`config.mk`:
```
export PLATFORM = sky130hd
export DESIGN_NAME = muldiv_iter
export DESIGN_NICKNAME = d
export VERILOG_FILES = /design/src/rtl/muldiv_iter.sv
export SDC_FILE = /design/constraint.sdc
export NUM_CORES = 2
export LEC_CHECK = 0
export BUFFER_PORTS_ARGS = -buffer_cell sky130_fd_sc_hd__buf_4
export CAP_MARGIN = 10
export CORE_ASPECT_RATIO = 0.9
export CORE_MARGIN = 10
export CORE_UTILIZATION = 30
export CTS_BUF_LIST = sky130_fd_sc_hd__clkbuf_2 sky130_fd_sc_hd__clkbuf_4 sky130_fd_sc_hd__clkbuf_8
export DETAILED_ROUTE_END_ITERATION = 8
export PLACE_DENSITY = 0.49
export SLEW_MARGIN = 10
export SYNTH_ARGS = -nofsm -noshare
export SYNTH_HDL_FRONTEND = slang
export SYNTH_SLANG_ARGS = --single-unit
```
`constraint.sdc`:
```
create_clock -name clk -period 6.4 [get_ports clk]
set_input_delay 0.32 -clock clk [delete_from_list [all_inputs] [get_ports clk]]
set_output_delay 0.32 -clock clk [all_outputs]
set_load 0.02 [all_outputs]
```
`src/rtl/muldiv_iter.sv`:
```
// muldiv_iter: iterative RV64M multiply/divide unit for the execute stage.
// Computes one bit per cycle: radix-2 shift-add for MUL/MULW, restoring
// shift-subtract on magnitudes for DIV/REM variants.
// Optional build macro: MULDIV_EARLY_OUT_EN -- trivial operations (divide by
// zero, signed overflow, zero multiply operand, divisor of one) finish after
// a single BUSY cycle with an identical result.
module muldiv_iter #(
  parameter int XLEN = 64
) (
  input  logic            clk,
  input  logic            reset,
  input  logic            in_valid,
  input  logic [3:0]      op,
  input  logic [XLEN-1:0] a,
  input  logic [XLEN-1:0] b,
  input  logic            hold,
  input  logic            flush,
  output logic            stall,
  output logic            out_valid,
  output logic [XLEN-1:0] result
);

  localparam logic [3:0] OP_MUL   = 4'd0;
  localparam logic [3:0] OP_MULW  = 4'd1;
  localparam logic [3:0] OP_DIV   = 4'd2;
  localparam logic [3:0] OP_REM   = 4'd4;
  localparam logic [3:0] OP_REMU  = 4'd5;
  localparam logic [3:0] OP_DIVW  = 4'd6;
  localparam logic [3:0] OP_REMW  = 4'd8;
  localparam logic [3:0] OP_REMUW = 4'd9;

  localparam logic [XLEN-1:0] ONE = XLEN'(1);

  typedef enum logic [1:0] {
    IDLE,
    BUSY,
    DONE
  } stateT;

  stateT state, stateNext;

  // Iteration state. accReg is the product accumulator or partial remainder,
  // shReg the multiplier or dividend/quotient shifter, opnReg the
  // multiplicand or divisor.
  logic [6:0]      counter;
  logic [XLEN-1:0] accReg;
  logic [XLEN-1:0] shReg;
  logic [XLEN-1:0] opnReg;
  logic [XLEN-1:0] resultReg;
  logic            mulReg;
  logic            wReg;
  logic            remReg;
  logic            negQReg;
  logic            negRReg;
  logic            earlyReg;

  function automatic logic legalOp(input logic [3:0] o);
    return o <= OP_REMUW;
  endfunction

  function automatic logic isWOp(input logic [3:0] o);
    return (o == OP_MULW) || (o >= OP_DIVW && o <= OP_REMUW);
  endfunction

  function automatic logic isMulOp(input logic [3:0] o);
    return (o == OP_MUL) || (o == OP_MULW);
  endfunction

  function automatic logic isSignedDiv(input logic [3:0] o);
    return (o == OP_DIV) || (o == OP_REM) || (o == OP_DIVW) || (o == OP_REMW);
  endfunction

  function automatic logic isRemOp(input logic [3:0] o);
    return (o == OP_REM) || (o == OP_REMU) || (o == OP_REMW) || (o == OP_REMUW);
  endfunction

  function automatic logic [XLEN-1:0] sext32(input logic [31:0] v);
    return {{(XLEN-32){v[31]}}, v};
  endfunction

  // W ops only look at the low word, widened according to signedness.
  function automatic logic [XLEN-1:0] condOperand(input logic [XLEN-1:0] v,
                                                  input logic w,
                                                  input logic sgn);
    if (!w)
      return v;
    if (sgn)
      return sext32(v[31:0]);
    return {{(XLEN-32){1'b0}}, v[31:0]};
  endfunction

  // Two's-complement negate when en is set; also used to take magnitudes.
  function automatic logic [XLEN-1:0] negIf(input logic [XLEN-1:0] v, input logic en);
    return en ? (~v + ONE) : v;
  endfunction

  logic                   accept;
  logic                   opW;
  logic                   opMul;
  logic                   opSgn;
  logic                   opRem;
  logic                   signA;
  logic                   signB;
  logic                   bZero;
  logic signed [XLEN-1:0] opA;
  logic signed [XLEN-1:0] opB;
  logic [XLEN-1:0]        magA;
  logic [XLEN-1:0]        magB;
  logic                   earlyHit;
  logic [XLEN-1:0]        earlyVal;

  assign accept = (state == IDLE) && in_valid && !flush && legalOp(op);

  // Decode the incoming op and condition its operands for the accept cycle.
  always_comb begin
    opW   = isWOp(op);
    opMul = isMulOp(op);
    opSgn = isSignedDiv(op);
    opRem = isRemOp(op);
    opA   = condOperand(a, opW, opSgn);
    opB   = condOperand(b, opW, opSgn);
    signA = opSgn & opA[XLEN-1];
    signB = opSgn & opB[XLEN-1];
    magA  = negIf(opA, signA);
    magB  = negIf(opB, signB);
    bZero = (opB == '0);
  end

`ifdef MULDIV_EARLY_OUT_EN
  logic [XLEN-1:0] dividendX;
  logic [XLEN-1:0] minVal;

  // Recognise operations whose answer is known without iterating.
  always_comb begin
    earlyHit  = 1'b0;
    earlyVal  = '0;
    dividendX = opW ? sext32(a[31:0]) : a;
    minVal    = opW ? sext32(32'h8000_0000) : {1'b1, {(XLEN-1){1'b0}}};
    if (opMul) begin
      if (opA == '0 || opB == '0) begin
        earlyHit = 1'b1;
        earlyVal = '0;
      end
    end else if (bZero) begin
      earlyHit = 1'b1;
      earlyVal = opRem ? dividendX : '1;
    end else if (opSgn && opA == minVal && opB == '1) begin
      earlyHit = 1'b1;
      earlyVal = opRem ? '0 : dividendX;
    end else if (opB == ONE) begin
      earlyHit = 1'b1;
      earlyVal = opRem ? '0 : dividendX;
    end
  end
`else
  assign earlyHit = 1'b0;
  assign earlyVal = '0;
`endif

  logic [XLEN-1:0] mulAccNext;
  logic [XLEN:0]   divShift;
  logic [XLEN:0]   divDiff;
  logic            divFits;
  logic [XLEN-1:0] remNext;
  logic [XLEN-1:0] quoNext;
  logic [XLEN-1:0] divSel;
  logic [XLEN-1:0] rawVal;
  logic [XLEN-1:0] finalVal;

  // One multiply or divide step, plus sign fix-up for the final BUSY cycle.
  always_comb begin
    mulAccNext = accReg + (shReg[0] ? opnReg : '0);
    divShift   = {accReg, shReg[XLEN-1]};
    divDiff    = divShift - {1'b0, opnReg};
    divFits    = ~divDiff[XLEN];
    remNext    = divFits ? divDiff[XLEN-1:0] : divShift[XLEN-1:0];
    quoNext    = {shReg[XLEN-2:0], divFits};
    divSel     = remReg ? negIf(remNext, negRReg) : negIf(quoNext, negQReg);
    rawVal     = mulReg ? mulAccNext : divSel;
    finalVal   = wReg ? sext32(rawVal[31:0]) : rawVal;
  end

  // State register.
  always_ff @(posedge clk) begin
    if (reset)
      state <= IDLE;
    else
      state <= stateNext;
  end

  // Next-state and handshake outputs; flush beats accept and hold.
  always_comb begin
    stateNext = state;
    stall     = 1'b0;
    out_valid = 1'b0;
    unique case (state)
      IDLE: begin
        if (accept) begin
          stateNext = BUSY;
          stall     = 1'b1;
        end
      end
      BUSY: begin
        stall = 1'b1;
        if (flush)
          stateNext = IDLE;
        else if (counter == 7'd1)
          stateNext = DONE;
      end
      DONE: begin
        out_valid = 1'b1;
        if (flush || !hold)
          stateNext = IDLE;
      end
      default: stateNext = IDLE;
    endcase
  end

  // Operand capture on accept, then one iteration per BUSY cycle.
  always_ff @(posedge clk) begin
    if (reset) begin
      counter   <= '0;
      accReg    <= '0;
      shReg     <= '0;
      opnReg    <= '0;
      resultReg <= '0;
      mulReg    <= 1'b0;
      wReg      <= 1'b0;
      remReg    <= 1'b0;
      negQReg   <= 1'b0;
      negRReg   <= 1'b0;
      earlyReg  <= 1'b0;
    end else if (accept) begin
      counter  <= earlyHit ? 7'd1 : (opW ? 7'd32 : 7'd64);
      mulReg   <= opMul;
      wReg     <= opW;
      remReg   <= opRem;
      negQReg  <= (signA ^ signB) & ~bZero;
      negRReg  <= signA;
      earlyReg <= earlyHit;
      accReg   <= '0;
      if (opMul) begin
        // Low product bits do not depend on operand signedness.
        opnReg <= opA;
        shReg  <= opB;
      end else begin
        // A W dividend sits in the top word so the MSB feed is always XLEN-1.
        opnReg <= magB;
        shReg  <= opW ? {magA[XLEN-33:0], 32'b0} : magA;
      end
      if (earlyHit)
        resultReg <= earlyVal;
    end else if (state == BUSY && !flush) begin
      counter <= counter - 7'd1;
      if (mulReg) begin
        accReg <= mulAccNext;
        opnReg <= {opnReg[XLEN-2:0], 1'b0};
        shReg  <= {1'b0, shReg[XLEN-1:1]};
      end else begin
        accReg <= remNext;
        shReg  <= quoNext;
      end
      if (counter == 7'd1 && !earlyReg)
        resultReg <= finalVal;
    end
  end

  assign result = resultReg;

endmodule

```
# --- Yosys cells after proc, flatten, opt, wreduce, memory -nomap -nowiden ---
# Cells that the tools add are included.
word_totals:
  regBits: 270
  input_bits: 137
classes:
  n_addsub: 7
  n_lt_le_gt_ge: 2
  n_eq_ne: 13
  muxes: 40
  bitwise_logic: 11
  n_reduce_logical: 25
op_table:
  columns: ["cell", "n"]
  rows:
  - ["$mux 64", 27]
  - ["$add 64x1->64 const B", 4]
  - ["$not 64->64", 4]
  - ["$sub 65x64->65", 1]
  - ["$add 64x64->64", 1]
  - ["$logic_not 64->1", 1]
  - ["$mux 7", 3]
  - ["$eq 4x3->1 const B", 3]
  - ["$logic_or 1x1->1", 9]
  - ["$eq 4x4->1 const B", 2]
  - ["$mux 2", 4]
  - ["$eq 7x1->1 const B", 1]
  - ["$sub 7x1->7 const B", 1]
  - ["$pmux 2 s3", 1]
  - ["$reduce_and 3->1", 2]
  - ["$logic_and 1x1->1", 5]
  - ["$eq 4x1->1 const B", 1]
  - ["$eq 4x2->1 const B", 1]
  - ["$ge 4x3->1 const B", 1]
  - ["$le 4x4->1 const B", 1]
  - ["$logic_not 4->1", 1]
  - ["$mux 1", 4]
  - ["$ne 2x2->1 const B", 2]
  - ["$reduce_bool 2->1", 2]
  - ["other kinds (11)", 16]

# --- Logic depth before layout (Yosys ltp) ---
depth:
  word_depth: 14
  ltp_mapped: 29
  ltp_nobuf: 24

# --- Least setup slack after synthesis ---
# No wires, ideal clock.
synth_timing:
  path_type: "reg2reg"
  start: "reg shReg[63]"
  end: "reg resultReg[48], in the netlist result[48]"
  setup_ns: 0.074
  t_arrival_ns: 6.508
  setup_slack_ns: -0.182
  path_stages_with_launch: 28
  n_path_buf: 4
  synth_period_minus_slack_ns: 6.582
  cell_sequence: "dfxtp_1 > inv_1 > ha_1 > fa_1 > nand2b_1 > a21oi_1 > o41ai_2 > a2111oi_2 > a211o_1 > mux2i_2 > buf_2 > clkbuf_1 > clkbuf_1 > nor3_1 > a21oi_1 > ha_1 > inv_1 > or3_1 > nor3_1 > nand2_1 > a2111oi_4 > a31oi_1 > or4b_1 > buf_2 > nand2b_4 > o211a_1 > or4_1 > a31oi_1"
synth_between:
  elab_chain_cells: 8
synth_rtl:
  columns: ["element", "line_no", "text"]
  rows:
  - ["start, declared", "47", "logic [XLEN-1:0] shReg;"]
  - ["start signal, assigned", "245", "shReg <= opB;"]
  - ["start signal, assigned", "249", "shReg <= opW ? {magA[XLEN-33:0], 32'b0} : magA;"]
  - ["start signal, assigned", "258", "shReg <= {1'b0, shReg[XLEN-1:1]};"]
  - ["$sub 65x64->65", "174", "divDiff = divShift - {1'b0, opnReg};"]
  - ["$mux 64 or $not 1->1 (tied branches)", "176, 175", null]
  - ["$not 64->64", "94", "return en ? (~v + ONE) : v;"]
  - ["$add 64x1->64", "94", null]
  - ["$mux 64", "94", null]
  - ["$mux 64 (*)", "178", "divSel = remReg ? negIf(remNext, negRReg) : negIf(quoNext, negQReg);"]
  - ["$mux 64 (*)", "179", "rawVal = mulReg ? mulAccNext : divSel;"]
  - ["$mux 64 (*)", "180", "finalVal = wReg ? sext32(rawVal[31:0]) : rawVal;"]
  - ["end signal, assigned", "252", "resultReg <= earlyVal;"]
  - ["end signal, assigned", "264", "resultReg <= finalVal;"]
  - ["end, declared", "49", "logic [XLEN-1:0] resultReg;"]
# Mark *: on every way between the ends. The rest lies on a longest branch, timed or not.
# A chain may end at the register's enable or synchronous reset.

# --- Worst setup path after layout ---
# Same ends and word-level chain as after synthesis.

==> run summary <==
Run status - complete, no violations
WP data required - 7.04 ns
Total grt overflow - 0
Syn_nets - 4704
Synth warn - 0
Max Slew Vio Count - 0
Ranking of synthesized cells by area - dfxtp_1 18%, nor2_1 6.8%, a21oi_1 6.4%, o21ai_0 5.5%, ha_1 5.5%
CTS tree - yes
Asr flop ratio synth - 0%
Avg Synthesized Cell Area - 6.89 um2
Die Span Y - 323 um
Leak - 13.7 nW
# diodes - 0
Register area share after synthesis - 17.7%
Cts bufs inserted - 54
Drt first pass iters - 6
I/O Buffers - 202
Count of different cell masters after synthesis - 94
H-tree depth - 2
WL final - 163 mm
RSZ-0062 raised after global routing - no
Synth Area in Adders - 5.58%
Cells after synthesis - 4432
Crit-path cells - inv_1, ha_1, fa_1, nand2b_1, a21oi_4, o41ai_4, a2111oi_4, a211o_1, mux2i_4, nor3_1, a21oi_2, ha_1, inv_1, or3_1, nor3_2, nand2_1, a2111oi_4, a31oi_2, or4b_4, nand2b_4, o211a_1, or4_1, a31oi_1
RD Place Congestion - 0.996
Largest net degree at the start of global routing - 153
Number of setup violations in the final report - 0
Hpwl dp - 128 mm
Reg clk slew, reported paths - 0.07 ns
Vias per Instance - 6.12
VDD IR max - 156 uV
CP peak stage delay - 0.72 ns
Worst setup EP type - flip-flop
Flops & latches, synth - 270
Layout cells sized above 1 - 13.2%
DR DRC count - 0
DR iter-0 viols - 4519
WL/cell - 27.3 um
Clock Root Buffer - clkbuf_8
Final nets - 4861
Fill count - 11012
Initial Utilization - 30.4%
Final hold violations - 0
Post-synth EDFFs - 0
Post-synthesis xor/xnor area fraction - 8.35%
Pwr per Cell Area - 223 nW/um2
Core area - 100000 um2
Slew margin rel. - 11.7%
Worst-Skew Late Latency - 0.72 ns
Hold WC Path Type - in2reg
Area Growth Syn to Fin - 16.8%
CTS Sinks - 270
Layout Skew - 0.0291 ns
Post-route ant nets - 0
Worst setup path category - reg2reg
Initial antenna violation count - 6
Nature of the critical path startpoint - flip-flop
Fin crit period - 6.07 ns
Design Power - 7.95 mW
Gr usage total - 26.9%
CP arrival - 6.71 ns
Global-route wire length before repair - 236 mm
Max Root-Sink Buffers - 3
Fmax - 165 MHz
Die area - 115000 um2
Hold Slack - 0.0404 ns
Max Cap Viol - 0
Multiplexer share of the synthesized area - 4.29%
CP max-delay cell - or4b_4
Largest family of logic cells by synthesized area - compound AO/OA/AOI/OAI gates
Cell Area, Synth - 30500 um2
Prevailing post-synth register cell - dfxtp_1
Synth Area in Simple Gates - 24.0%
TNS Setup - 0 ns
Compound-cell area share of the yosys netlist - 34.4%
Total number of vias - 36588
Yosys top cell by area - dfxtp_1
Num rows - 110
# IOs - 203
Post-synth top area share - 17.7%
Vias in the first global route - 33737
Slew @ Worst Pin - 1.32 ns
Die X - 356 um
Tcrit/Tclk final - 94.8%
CP Max Fanout - 8
==> registers in the layout (all words and copies together), names as in the netlist <==
register  flops
accReg       64
opnReg       64
result       64
shReg        64
counter       7
state         2
mulReg        1
negQReg       1
negRReg       1
remReg        1
wReg          1
==> Yosys cell counts (all sizes together), types with 44 or more instances <==
library cell / count
dfxtp: 270
inv: 122
nand2: 393
o31ai: 48
nand4: 52
xnor2: 177
o211ai: 103
nor3: 154
a211oi: 218
xor2: 114
nand3: 90
a21o: 77
clkbuf: 281
buf: 48
or3: 80
a221oi: 44
a31oi: 54
ha: 133
o21ai: 348
nor2: 553
a21oi: 394
mux2i: 112
==> path summary, 6_finish.rpt <==
path / startpoint / slack (ns) / end / depth (start not counted)
worst min register to register: result[25] / 0.46 / result[25] / 2
worst max register to register: shReg[63] / 0.33 / result[48] / 23
worst min-delay path: op[1] / 0.04 / remReg / 3
worst max-delay path: shReg[63] / 0.33 / result[48] / 23
==> cells in the final DEF, fill, tap and decap left out, drive strengths merged, types with 18 or more instances in the layout <==
cell and n:
o211ai 103, o21a 32, a2111oi 28, a31oi 54, nor2b 21, a21o 77
or4 43, nor4 41, mux2i 112, or3 80, nor3 154, nand3 90
nor2 553, inv 122, a221oi 44, xor2 114, nand4 52, o21ai 348
nand2b 23, and3 27, o31ai 48, and2 24, o21bai 18, clkbuf 93
a311oi 23, ha 133, a21oi 394, o41ai 30, nand2 393, a211oi 218
xnor2 177, dfxtp 270, buf 415
==> worst max-delay path: cells and delay by family (launching register included) <==
kind | cells | cell delay, ns
buf+inv | 2 | 0.13
mux | 1 | 0.33
compound gates | 9 | 1.96
simple gates | 8 | 2.42
fa+ha+maj | 3 | 0.84
flops | 1 | 0.32
==> where the power goes <==
group          internal, mW  switching (mW)
registers              1.74          0.0828
logic                  1.31            2.75
clock network          1.13           0.938
==> cell type report <==
class | count | area (um2) | share of cell area [%]
Multi-Input combinational cell | 3711 | 23600 | 66.1
Sequential cell | 270 | 5410 | 15.2
Timing Repair Buffer | 430 | 3310 | 9.28
Tap cell | 1344 | 1680 | 4.72
Clock buffer | 93 | 1150 | 3.24
Inverter | 122 | 458 | 1.29
Clock inverter | 8 | 48.8 | 0.137
==> through the flow <==
| step | setup WS, ns | util [%] | std cells | instance area, um2 |
|---|---|---|---|---|
| floorplan | 0.00142 | - | 4432 | 30600 |
| global placement | 0.184 | 34.0 | 5854 | 34200 |
| detailed placement | 0.0397 | 34.0 | 5854 | 34200 |
| CTS | 0.174 | 35.4 | 5970 | 35500 |
| global route | 0.0521 | 35.5 | 5978 | 35600 |
| finish | 0.333 | 35.5 | 5978 | 35600 |
==> timing repair <==
| action | CTS | global route |
|---|---|---|
| endpoints found under the setup margin | 1 | 10 |
| gates cloned | 0 | 0 |
| pin swaps | 0 | 5 |
| buffers inserted | 0 | 8 |
| gates resized for setup | 1 | 9 |
| endpoints found under the hold margin | 14 | 0 |
| hold buffers | 15 | 0 |
==> kinds of logic after synthesis <==
kind of cell | after synthesis
mux | 128
buf+inv | 451
simple gates | 1570
compound gates | 1587
fa+ha+maj | 135
flops | 270
xor+xnor | 291
==> layer usage <==
layer	track usage, %	vias to the layer above	part of all wire (%)
met4	9.94	4	4.3
met1	37.9	17613	44
met3	5.72	279	9.7
li1	-	16861	-
met5	0	-	0.015
met2	39.7	1831	42
Power figures use the tool's default switching activity.
